==> src/rtl/fetch_sequencer_if.sv <==
// Fetch front-end bundle: memory read port, instruction issue port and PC redirect.
interface fetch_sequencer_if #(
    parameter int unsigned ADDR_WIDTH = 16
);

    localparam int unsigned DATA_W = 8;
    localparam int unsigned OPER_W = 16;
    localparam int unsigned LEN_W  = 2;

    // Memory read port
    logic [ADDR_WIDTH-1:0] mem_addr;
    logic                  mem_rd_en;
    logic                  mem_rdy;
    logic [DATA_W-1:0]     mem_rd_data;

    // Instruction issue port
    logic                  inst_valid;
    logic                  inst_ready;
    logic [DATA_W-1:0]     inst_opcode;
    logic [OPER_W-1:0]     inst_operand;
    logic [LEN_W-1:0]      inst_len;
    logic [ADDR_WIDTH-1:0] inst_pc;

    // PC redirect from execute
    logic                  redirect_valid;
    logic [ADDR_WIDTH-1:0] redirect_pc;

    modport master (
        output mem_addr,
        output mem_rd_en,
        input  mem_rdy,
        input  mem_rd_data,
        output inst_valid,
        input  inst_ready,
        output inst_opcode,
        output inst_operand,
        output inst_len,
        output inst_pc,
        input  redirect_valid,
        input  redirect_pc
    );

    modport slave (
        input  mem_addr,
        input  mem_rd_en,
        output mem_rdy,
        output mem_rd_data,
        input  inst_valid,
        output inst_ready,
        input  inst_opcode,
        input  inst_operand,
        input  inst_len,
        input  inst_pc,
        output redirect_valid,
        output redirect_pc
    );

endinterface

==> src/rtl/fetch_sequencer.sv <==
// 6502 instruction-fetch front end: vector load, opcode/operand fetch,
// internal JMP abs/ind resolution, issue over valid/ready, redirect from execute.
module fetch_sequencer #(
    parameter int unsigned           ADDR_WIDTH   = 16,
    parameter logic [ADDR_WIDTH-1:0] RESET_VECTOR = ADDR_WIDTH'(16'hFFFC),
    parameter bit                    JMP_IND_BUG  = 1'b1
) (
    input  logic              clk,
    input  logic              reset,
    fetch_sequencer_if.master bus
);

    localparam int unsigned DATA_W = 8;
    localparam int unsigned OPER_W = 16;
    localparam int unsigned LEN_W  = 2;
    localparam int unsigned ST_W   = 9;

    localparam logic [DATA_W-1:0] OP_JMP_ABS = 8'h4C;
    localparam logic [DATA_W-1:0] OP_JMP_IND = 8'h6C;

    typedef enum logic [ST_W-1:0] {
        ST_RST     = 9'b000000001,
        ST_VEC_LO  = 9'b000000010,
        ST_VEC_HI  = 9'b000000100,
        ST_OPCODE  = 9'b000001000,
        ST_OPER_LO = 9'b000010000,
        ST_OPER_HI = 9'b000100000,
        ST_IND_LO  = 9'b001000000,
        ST_IND_HI  = 9'b010000000,
        ST_ISSUE   = 9'b100000000
    } state_t;

    state_t                state_q,   state_d;
    logic [ADDR_WIDTH-1:0] pc_q,      pc_d;
    logic [DATA_W-1:0]     opc_q,     opc_d;
    logic [DATA_W-1:0]     lo_q,      lo_d;
    logic [DATA_W-1:0]     hi_q,      hi_d;
    logic [DATA_W-1:0]     tmp_q,     tmp_d;
    logic [ADDR_WIDTH-1:0] inst_pc_q, inst_pc_d;
    logic [LEN_W-1:0]      len_q,     len_d;
    logic                  valid_q,   valid_d;

    logic [ADDR_WIDTH-1:0] mem_addr_c;
    logic                  mem_rd_en_c;
    logic [LEN_W-1:0]      new_len_c;
    logic [OPER_W-1:0]     ptr_c;
    logic [OPER_W-1:0]     ptr_next_c;
    logic                  redirect_ok_c;

    // Instruction length from the opcode byte (3-byte forms take priority)
    function automatic logic [LEN_W-1:0] decode_len(input logic [DATA_W-1:0] op);
        if (op[3:2] == 2'b11 || op[4:0] == 5'b11001 || op == 8'h20) begin
            return LEN_W'(3);
        end else if (op[3:0] == 4'h8 || op[3:0] == 4'hA ||
                     op == 8'h00 || op == 8'h40 || op == 8'h60) begin
            return LEN_W'(1);
        end else begin
            return LEN_W'(2);
        end
    endfunction

    // Indirect pointer and its successor; the 6502 bug wraps within the page
    always_comb begin
        ptr_c = {hi_q, lo_q};
        if (JMP_IND_BUG) begin
            ptr_next_c = {hi_q, lo_q + DATA_W'(1)};
        end else begin
            ptr_next_c = ptr_c + OPER_W'(1);
        end
    end

    // Next-state, datapath updates and memory request decode
    always_comb begin
        state_d       = state_q;
        pc_d          = pc_q;
        opc_d         = opc_q;
        lo_d          = lo_q;
        hi_d          = hi_q;
        tmp_d         = tmp_q;
        inst_pc_d     = inst_pc_q;
        len_d         = len_q;
        mem_addr_c    = pc_q;
        mem_rd_en_c   = 1'b0;
        new_len_c     = decode_len(bus.mem_rd_data);
        redirect_ok_c = 1'b1;

        unique case (state_q)
            ST_RST: begin
                redirect_ok_c = 1'b0;
                state_d       = ST_VEC_LO;
            end
            ST_VEC_LO: begin
                redirect_ok_c = 1'b0;
                mem_rd_en_c   = 1'b1;
                mem_addr_c    = RESET_VECTOR;
                if (bus.mem_rdy) begin
                    pc_d[7:0] = bus.mem_rd_data;
                    state_d   = ST_VEC_HI;
                end
            end
            ST_VEC_HI: begin
                redirect_ok_c = 1'b0;
                mem_rd_en_c   = 1'b1;
                mem_addr_c    = RESET_VECTOR + ADDR_WIDTH'(1);
                if (bus.mem_rdy) begin
                    pc_d    = ADDR_WIDTH'({bus.mem_rd_data, pc_q[7:0]});
                    state_d = ST_OPCODE;
                end
            end
            ST_OPCODE: begin
                mem_rd_en_c = 1'b1;
                if (bus.mem_rdy) begin
                    opc_d     = bus.mem_rd_data;
                    inst_pc_d = pc_q;
                    len_d     = new_len_c;
                    lo_d      = '0;
                    hi_d      = '0;
                    pc_d      = pc_q + ADDR_WIDTH'(1);
                    state_d   = (new_len_c > LEN_W'(1)) ? ST_OPER_LO : ST_ISSUE;
                end
            end
            ST_OPER_LO: begin
                mem_rd_en_c = 1'b1;
                if (bus.mem_rdy) begin
                    lo_d    = bus.mem_rd_data;
                    pc_d    = pc_q + ADDR_WIDTH'(1);
                    state_d = (len_q == LEN_W'(3)) ? ST_OPER_HI : ST_ISSUE;
                end
            end
            ST_OPER_HI: begin
                mem_rd_en_c = 1'b1;
                if (bus.mem_rdy) begin
                    hi_d = bus.mem_rd_data;
                    pc_d = pc_q + ADDR_WIDTH'(1);
                    if (opc_q == OP_JMP_ABS) begin
                        pc_d    = ADDR_WIDTH'({bus.mem_rd_data, lo_q});
                        state_d = ST_OPCODE;
                    end else if (opc_q == OP_JMP_IND) begin
                        state_d = ST_IND_LO;
                    end else begin
                        state_d = ST_ISSUE;
                    end
                end
            end
            ST_IND_LO: begin
                mem_rd_en_c = 1'b1;
                mem_addr_c  = ADDR_WIDTH'(ptr_c);
                if (bus.mem_rdy) begin
                    tmp_d   = bus.mem_rd_data;
                    state_d = ST_IND_HI;
                end
            end
            ST_IND_HI: begin
                mem_rd_en_c = 1'b1;
                mem_addr_c  = ADDR_WIDTH'(ptr_next_c);
                if (bus.mem_rdy) begin
                    pc_d    = ADDR_WIDTH'({bus.mem_rd_data, tmp_q});
                    state_d = ST_OPCODE;
                end
            end
            ST_ISSUE: begin
                if (bus.inst_ready) begin
                    state_d = ST_OPCODE;
                end
            end
            default: begin
                redirect_ok_c = 1'b0;
                state_d       = ST_RST;
            end
        endcase

        // Redirect overrides any stall or pending issue once the vector is loaded
        if (bus.redirect_valid && redirect_ok_c) begin
            state_d = ST_OPCODE;
            pc_d    = bus.redirect_pc;
        end

        valid_d = (state_d == ST_ISSUE);
    end

    // State and datapath registers with synchronous reset
    always_ff @(posedge clk) begin
        if (reset) begin
            state_q   <= ST_RST;
            pc_q      <= '0;
            opc_q     <= '0;
            lo_q      <= '0;
            hi_q      <= '0;
            tmp_q     <= '0;
            inst_pc_q <= '0;
            len_q     <= '0;
            valid_q   <= 1'b0;
        end else begin
            state_q   <= state_d;
            pc_q      <= pc_d;
            opc_q     <= opc_d;
            lo_q      <= lo_d;
            hi_q      <= hi_d;
            tmp_q     <= tmp_d;
            inst_pc_q <= inst_pc_d;
            len_q     <= len_d;
            valid_q   <= valid_d;
        end
    end

    assign bus.mem_addr     = mem_addr_c;
    assign bus.mem_rd_en    = mem_rd_en_c;
    assign bus.inst_valid   = valid_q;
    assign bus.inst_opcode  = opc_q;
    assign bus.inst_operand = {hi_q, lo_q};
    assign bus.inst_len     = len_q;
    assign bus.inst_pc      = inst_pc_q;

endmodule

==> src/flat_wrapper.sv <==
// flat-port wrapper written by rule: the top's interface ports become plain ports
module fetch_sequencer_flat 
#(
    parameter int unsigned           ADDR_WIDTH   = 16,
    parameter logic [ADDR_WIDTH-1:0] RESET_VECTOR = ADDR_WIDTH'(16'hFFFC),
    parameter bit                    JMP_IND_BUG  = 1'b1
)
  (clk, reset, bus_mem_addr, bus_mem_rd_en, bus_mem_rdy, bus_mem_rd_data, bus_inst_valid, bus_inst_ready, bus_inst_opcode, bus_inst_operand, bus_inst_len, bus_inst_pc, bus_redirect_valid, bus_redirect_pc);
  fetch_sequencer_if #(.ADDR_WIDTH(ADDR_WIDTH)) bus_i ();
  input  logic clk;
  input  logic reset;
  output wire logic [$bits(bus_i.mem_addr)-1:0] bus_mem_addr;
  output wire logic [$bits(bus_i.mem_rd_en)-1:0] bus_mem_rd_en;
  input wire logic [$bits(bus_i.mem_rdy)-1:0] bus_mem_rdy;
  input wire logic [$bits(bus_i.mem_rd_data)-1:0] bus_mem_rd_data;
  output wire logic [$bits(bus_i.inst_valid)-1:0] bus_inst_valid;
  input wire logic [$bits(bus_i.inst_ready)-1:0] bus_inst_ready;
  output wire logic [$bits(bus_i.inst_opcode)-1:0] bus_inst_opcode;
  output wire logic [$bits(bus_i.inst_operand)-1:0] bus_inst_operand;
  output wire logic [$bits(bus_i.inst_len)-1:0] bus_inst_len;
  output wire logic [$bits(bus_i.inst_pc)-1:0] bus_inst_pc;
  input wire logic [$bits(bus_i.redirect_valid)-1:0] bus_redirect_valid;
  input wire logic [$bits(bus_i.redirect_pc)-1:0] bus_redirect_pc;
  assign bus_mem_addr = bus_i.mem_addr;
  assign bus_mem_rd_en = bus_i.mem_rd_en;
  assign bus_i.mem_rdy = bus_mem_rdy;
  assign bus_i.mem_rd_data = bus_mem_rd_data;
  assign bus_inst_valid = bus_i.inst_valid;
  assign bus_i.inst_ready = bus_inst_ready;
  assign bus_inst_opcode = bus_i.inst_opcode;
  assign bus_inst_operand = bus_i.inst_operand;
  assign bus_inst_len = bus_i.inst_len;
  assign bus_inst_pc = bus_i.inst_pc;
  assign bus_i.redirect_valid = bus_redirect_valid;
  assign bus_i.redirect_pc = bus_redirect_pc;
  fetch_sequencer #(.ADDR_WIDTH(ADDR_WIDTH), .RESET_VECTOR(RESET_VECTOR), .JMP_IND_BUG(JMP_IND_BUG)) u_core (.clk(clk), .reset(reset), .bus(bus_i));
endmodule
==> config.mk <==
export PLATFORM = sky130hd
export DESIGN_NAME = fetch_sequencer_flat
export DESIGN_NICKNAME = d
export VERILOG_FILES = /design/src/rtl/fetch_sequencer_if.sv /design/src/rtl/fetch_sequencer.sv /design/src/flat_wrapper.sv
export SDC_FILE = /design/constraint.sdc
export NUM_CORES = 1
export LEC_CHECK = 0
export ABC_AREA = 0
export CAP_MARGIN = 20
export CORE_MARGIN = 4
export CORE_UTILIZATION = 47
export DETAILED_ROUTE_END_ITERATION = 8
export MAX_ROUTING_LAYER = met4
export PLACE_DENSITY = 0.77
export SLEW_MARGIN = 20
export SYNTH_ARGS = -nofsm -noshare
export SYNTH_HDL_FRONTEND = slang
export SYNTH_SLANG_ARGS = --single-unit
==> constraint.sdc <==
create_clock -name clk -period 2.1 [get_ports clk]
set_input_delay 0.315 -clock clk [delete_from_list [all_inputs] [get_ports clk]]
set_output_delay 0.315 -clock clk [all_outputs]
set_load 0.005 [all_outputs]
Yosys cells after proc, flatten, opt, wreduce, memory -nomap -nowiden. Cells that the tools add are included.

Reductions and logical operators: 22. Shifts and indexed selects: 0. Order comparisons: 1. $mul: 0. Mux-type cells: 30. Divide/modulo/power cells: 0. $add $sub $neg: 2. Equal/unequal tests: 29. Bitwise operators: 0.

Operators by type and width (number): $mux 9 (12); $mux 16 (6); $pmux 9 s8 (1); $pmux 16 s4 (1); $pmux 8 s5 (1); $eq 8x7->1 const B (4); $pmux 8 s2 (2); $pmux 8 s4 (1); $eq 9x9->1 const B (2); $add 16x1->16 const B (1); $mux 8 (2); $ne 3x2->1 const B (4); $reduce_bool 5->1 (2); $eq 9x1->1 const B (1); $eq 9x2->1 const B (1); $eq 9x3->1 const B (1); $eq 9x4->1 const B (1); $eq 9x5->1 const B (1); $eq 9x6->1 const B (1); $eq 9x7->1 const B (1); $eq 9x8->1 const B (1); $add 8x1->8 const B (1); $eq 4x4->1 const B (2); $eq 8x6->1 const B (1); other kinds (19) (33).

Memories: 0. Bits in latches: 0. Register bits after elaboration: 76. Logic and storage cells: 94. Memory bits (writable): 0. Bits in read-only memories: 0. Output and inout port bits: 60.

Longest topological paths before layout.
Depth after elaboration: 13. Gate-level depth with buffers: 9. Depth with buffers taken out: 6.

Least setup slack after synthesis. Ideal clock, no wire load.

Path kind: flip-flop to output port. From: register u_core.state_q[3]. To: output port bus_mem_addr[6]. Slack: -119 ps. Arrival time: 1904 ps. Path buffers: 2. Required time: 1785 ps. Stages on the path, launching flop included: 8. Path through: dfxtp_1 buf_6 nor4_4 nand2_2 nor4b_4 clkbuf_1 a22oi_1 nand2_1.

Longest elaborated chain between the ends: 2.

RTL lines: from (decl) (line fetch_sequencer.sv:33) `state_t state_q, state_d;`; from (signal assigned) (line fetch_sequencer.sv:194) `state_q <= state_d;`; $eq 9x8->1 (tied with other cells) (line fetch_sequencer.sv:87) `unique case (state_q)`; $pmux 16 s4 (*) (line fetch_sequencer.sv:87); to (decl) (line flat_wrapper.sv:12) `output wire logic [$bits(bus_i.mem_addr)-1:0] bus_mem_addr;`.

Every way passes the cells marked *; elsewhere a longest branch is shown, timed or not.

Final worst setup path.
From: register u_core.state_q[0]. To: output port bus_mem_addr[5].

The elaborated chain is that of the path after synthesis.

==> flow_summary.json <==
{
  "status": "finished, violations left",
  "n_antenna_cell": 0,
  "wl_um": 18700,
  "power_density_nw_per_um2": 498,
  "ys_types": 72,
  "crit_fanout": 3,
  "via_per_inst": 6.22,
  "grt_usage_pct": 33.5,
  "fin_ws_ns": -0.342,
  "worstReg2RegEnd": "u_core.pc_q[0]",
  "reg2regPathDepth": 8,
  "cts_max_level": 3,
  "min_period_over_period_pct": 116,
  "clock_latency_ns": 0.37,
  "cts_tree": "yes",
  "io_buffers": 88,
  "boundaryPins": 89,
  "start_util_pct": 48.8,
  "syn-cell-area_sq_um": 4320,
  "dp_slack_ns": -0.337,
  "r2r_slack_ns": -0.20,
  "timing.slew.headroom_pct": 61.9,
  "hpwl_um": 12400,
  "grt_max_degree": 37,
  "timing.fmax_ghz": 0.409,
  "rsz0062_at_grt": "yes",
  "timing.critical_path.from": "u_core.state_q[0]",
  "postSynth.asyncResetShare_pct": 0,
  "fill_cells": 607,
  "cts_inserted_buffers": 9,
  "drc": 0,
  "syn_nets": 586,
  "placed_area_sq_um": 6090,
  "vias": 5399,
  "synth-edff-count": 0,
  "clkTransAtPathRegs_ns": 0.10,
  "cts.sinks": 76,
  "core_sq_um": 8850,
  "postSynthAreaPerCell_sq_um": 7.78,
  "num_rows": 34,
  "endpoint": "bus_mem_addr[5]",
  "netlist_instances": 555,
  "postRouteAntennaNets": 0,
  "critPathLaunchType": "register",
  "die_h_um": 104,
  "grt_pass1_vias": 5272,
  "area_growth_pct": 61.3,
  "p_leak_nw": 2.69,
  "drtPass1Iterations": 6,
  "final_util_pct": 78.7,
  "clock_skew_ns": 0.0186,
  "fp.dieW_um": 104,
  "nets": 786,
  "yosysTopAreaCellShare_pct": 35.2,
  "yosysSeqAreaShare_pct": 35.2,
  "tightest_slew_ns": 0.567,
  "wl_per_cell_um": 21.5,
  "grt_pass1_wl_um": 28200,
  "die_area_sq_um": 10800,
  "cts_buffer_depth": 2,
  "peakVddDrop_mv": 0.366,
  "path_class": "register to output pin",
  "hold_viol_final": 0,
  "final_area_sq_um": 6960,
  "setup_viol": 37,
  "antenna_found_initial": 0,
  "cp-end-kind": "output pin",
  "gp_congestion": 0.954,
  "grt_overflow": 0,
  "r2r_start": "u_core.state_q[0]",
  "layout-drive-gt1-share_pct": 35.9,
  "hold_path_class": "input port to register",
  "fin_crit_ns": 2.44,
  "synthTopCellsByArea": "dfxtp_1, a21oi_1, nand2_1, nor2_1, nand3_1",
  "ys_seq_elements": 76,
  "worst_ep_required_time_ns": 1.78,
  "violations": "setup timing",
  "timing.hold.ws_ns": 0.407,
  "synthFlopType": "dfxtp_1",
  "hold_buffers": 0,
  "cp.arrival_ns": 2.13,
  "yosysTopAreaCell": "dfxtp_1",
  "ys_warn_count": 0,
  "drt-initial-drc-count": 525,
  "slew_viol_final": 0,
  "cts_root_buf": "clkbuf_8",
  "drv_cap": 0,
  "power.total_mw": 3.47
}
==> cell usage in the layout, fill, tap and decap left out, drive strengths merged, types with 5 or more instances in the layout <==
cell,Yosys,routed
and3,8,8
a22oi,12,12
buf,8,157
dfxtp,76,76
mux2i,5,5
nand2,87,88
nor3,10,10
or3,5,5
a21oi,65,65
nand4,6,6
nand3,28,28
and4,5,5
nor2,59,59
o32ai,5,5
xnor2,10,10
clkdlybuf4s50,0,70
o22a,8,8
a221oi,6,6
o21ai,24,24
inv,12,16
nor4,5,5
clkbuf,32,10
xor2,9,9
==> worst min-delay path by stage <==
stage,start,to,slack [ns],cells past startpoint
2_1_floorplan,u_core.tmp_q[5],u_core.tmp_q[5],0.43,2
3_3_place_gp,u_core.tmp_q[5],u_core.tmp_q[5],0.44,2
6_report,reset,u_core.state_q[7],0.41,3
4_1_cts,reset,u_core.pc_q[11],0.37,3
5_1_grt,reset,u_core.state_q[7],0.40,3
3_5_place_dp,u_core.bus.inst_pc[4],u_core.bus.inst_pc[4],0.45,2
==> cell type report <==
cell class,count,area (sq um),area share [%]
Inverter,12,45.0,0.647
Tap cell,108,135,1.94
Multi-Input combinational cell,428,3030,43.5
Timing Repair Buffer,228,2050,29.4
Clock buffer,9,124,1.78
Sequential cell,76,1530,21.9
Clock inverter,7,56.3,0.809
==> layer usage <==
layer  track usage (%)  share of wire (%)
met4              15.5                5.3
met2              53.6                 47
met1              41.2                 39
met5                 -                  0
met3              6.15                9.3
==> through the flow <==
step	cells	TNS, ns
2_1_floorplan	555	-0.104
3_3_place_gp	823	-3.95
3_5_place_dp	823	-5.74
4_1_cts	863	-4.91
5_1_grt	868	-10.15
6_report	868	-6.80
==> sequential cells by signal, indices dropped and copies added, names as in the netlist <==
register,cells
u_core.bus.inst_valid,1
u_core.tmp_q,8
u_core.state_q,9
u_core.bus.inst_pc,16
u_core.pc_q,16
u_core.lo_q,8
u_core.bus.inst_opcode,8
u_core.hi_q,8
u_core.bus.inst_len,2
==> what timing repair did <==
action,4_1_cts,5_1_grt
setup buffers,23,9
resized for setup,151,52
endpoints found under the setup margin,41,91
pin swaps,37,27
gates cloned,2,2
==> cells in the mapped netlist, types with 4 or more instances <==
cell / count
nand4_1: 6
a22oi_1: 12
xnor2_1: 10
nor4_1: 4
nor3_1: 8
mux2i_1: 5
o31ai_1: 4
buf_2: 6
and4_1: 5
or3_1: 4
inv_1: 12
and3_1: 8
nor2_1: 58
o21ai_0: 20
nand2_1: 83
o221ai_1: 4
o211ai_1: 4
o32ai_2: 5
o22a_1: 8
nand3_1: 28
xor2_1: 9
clkbuf_1: 32
dfxtp_1: 76
a21oi_1: 64
a221oi_1: 6
==> critical path, cell delays in order (launching register included) <==
cell	delay, ns
dfxtp_2	0.35
nor4_4	0.38
nand2_2	0.15
nor4b_4	0.33
buf_6	0.16
buf_6	0.11
o21ai_2	0.05
o211ai_1	0.09
buf_2	0.13
==> cell families (layout without fill, tap and decap cells) <==
kind of cell | count (synthesis) | count (layout) | synth area share (%)
buf+inv | 52 | 256 | 5.04
mux | 7 | 7 | 1.68
flops | 76 | 76 | 35.2
fa+ha+maj | 2 | 2 | 0.579
xor+xnor | 19 | 19 | 3.85
simple gates | 237 | 238 | 27.4
compound gates | 162 | 162 | 26.2
==> report_power, final <==
part           total [mW]  internal (mW)  switching, mW  leakage (nW)
logic               0.890          0.423          0.467          1.99
clock network        1.08          0.446          0.629        0.0910
registers            1.50           1.47         0.0327         0.615
No activity file was read; power rests on OpenSTA's default activity.
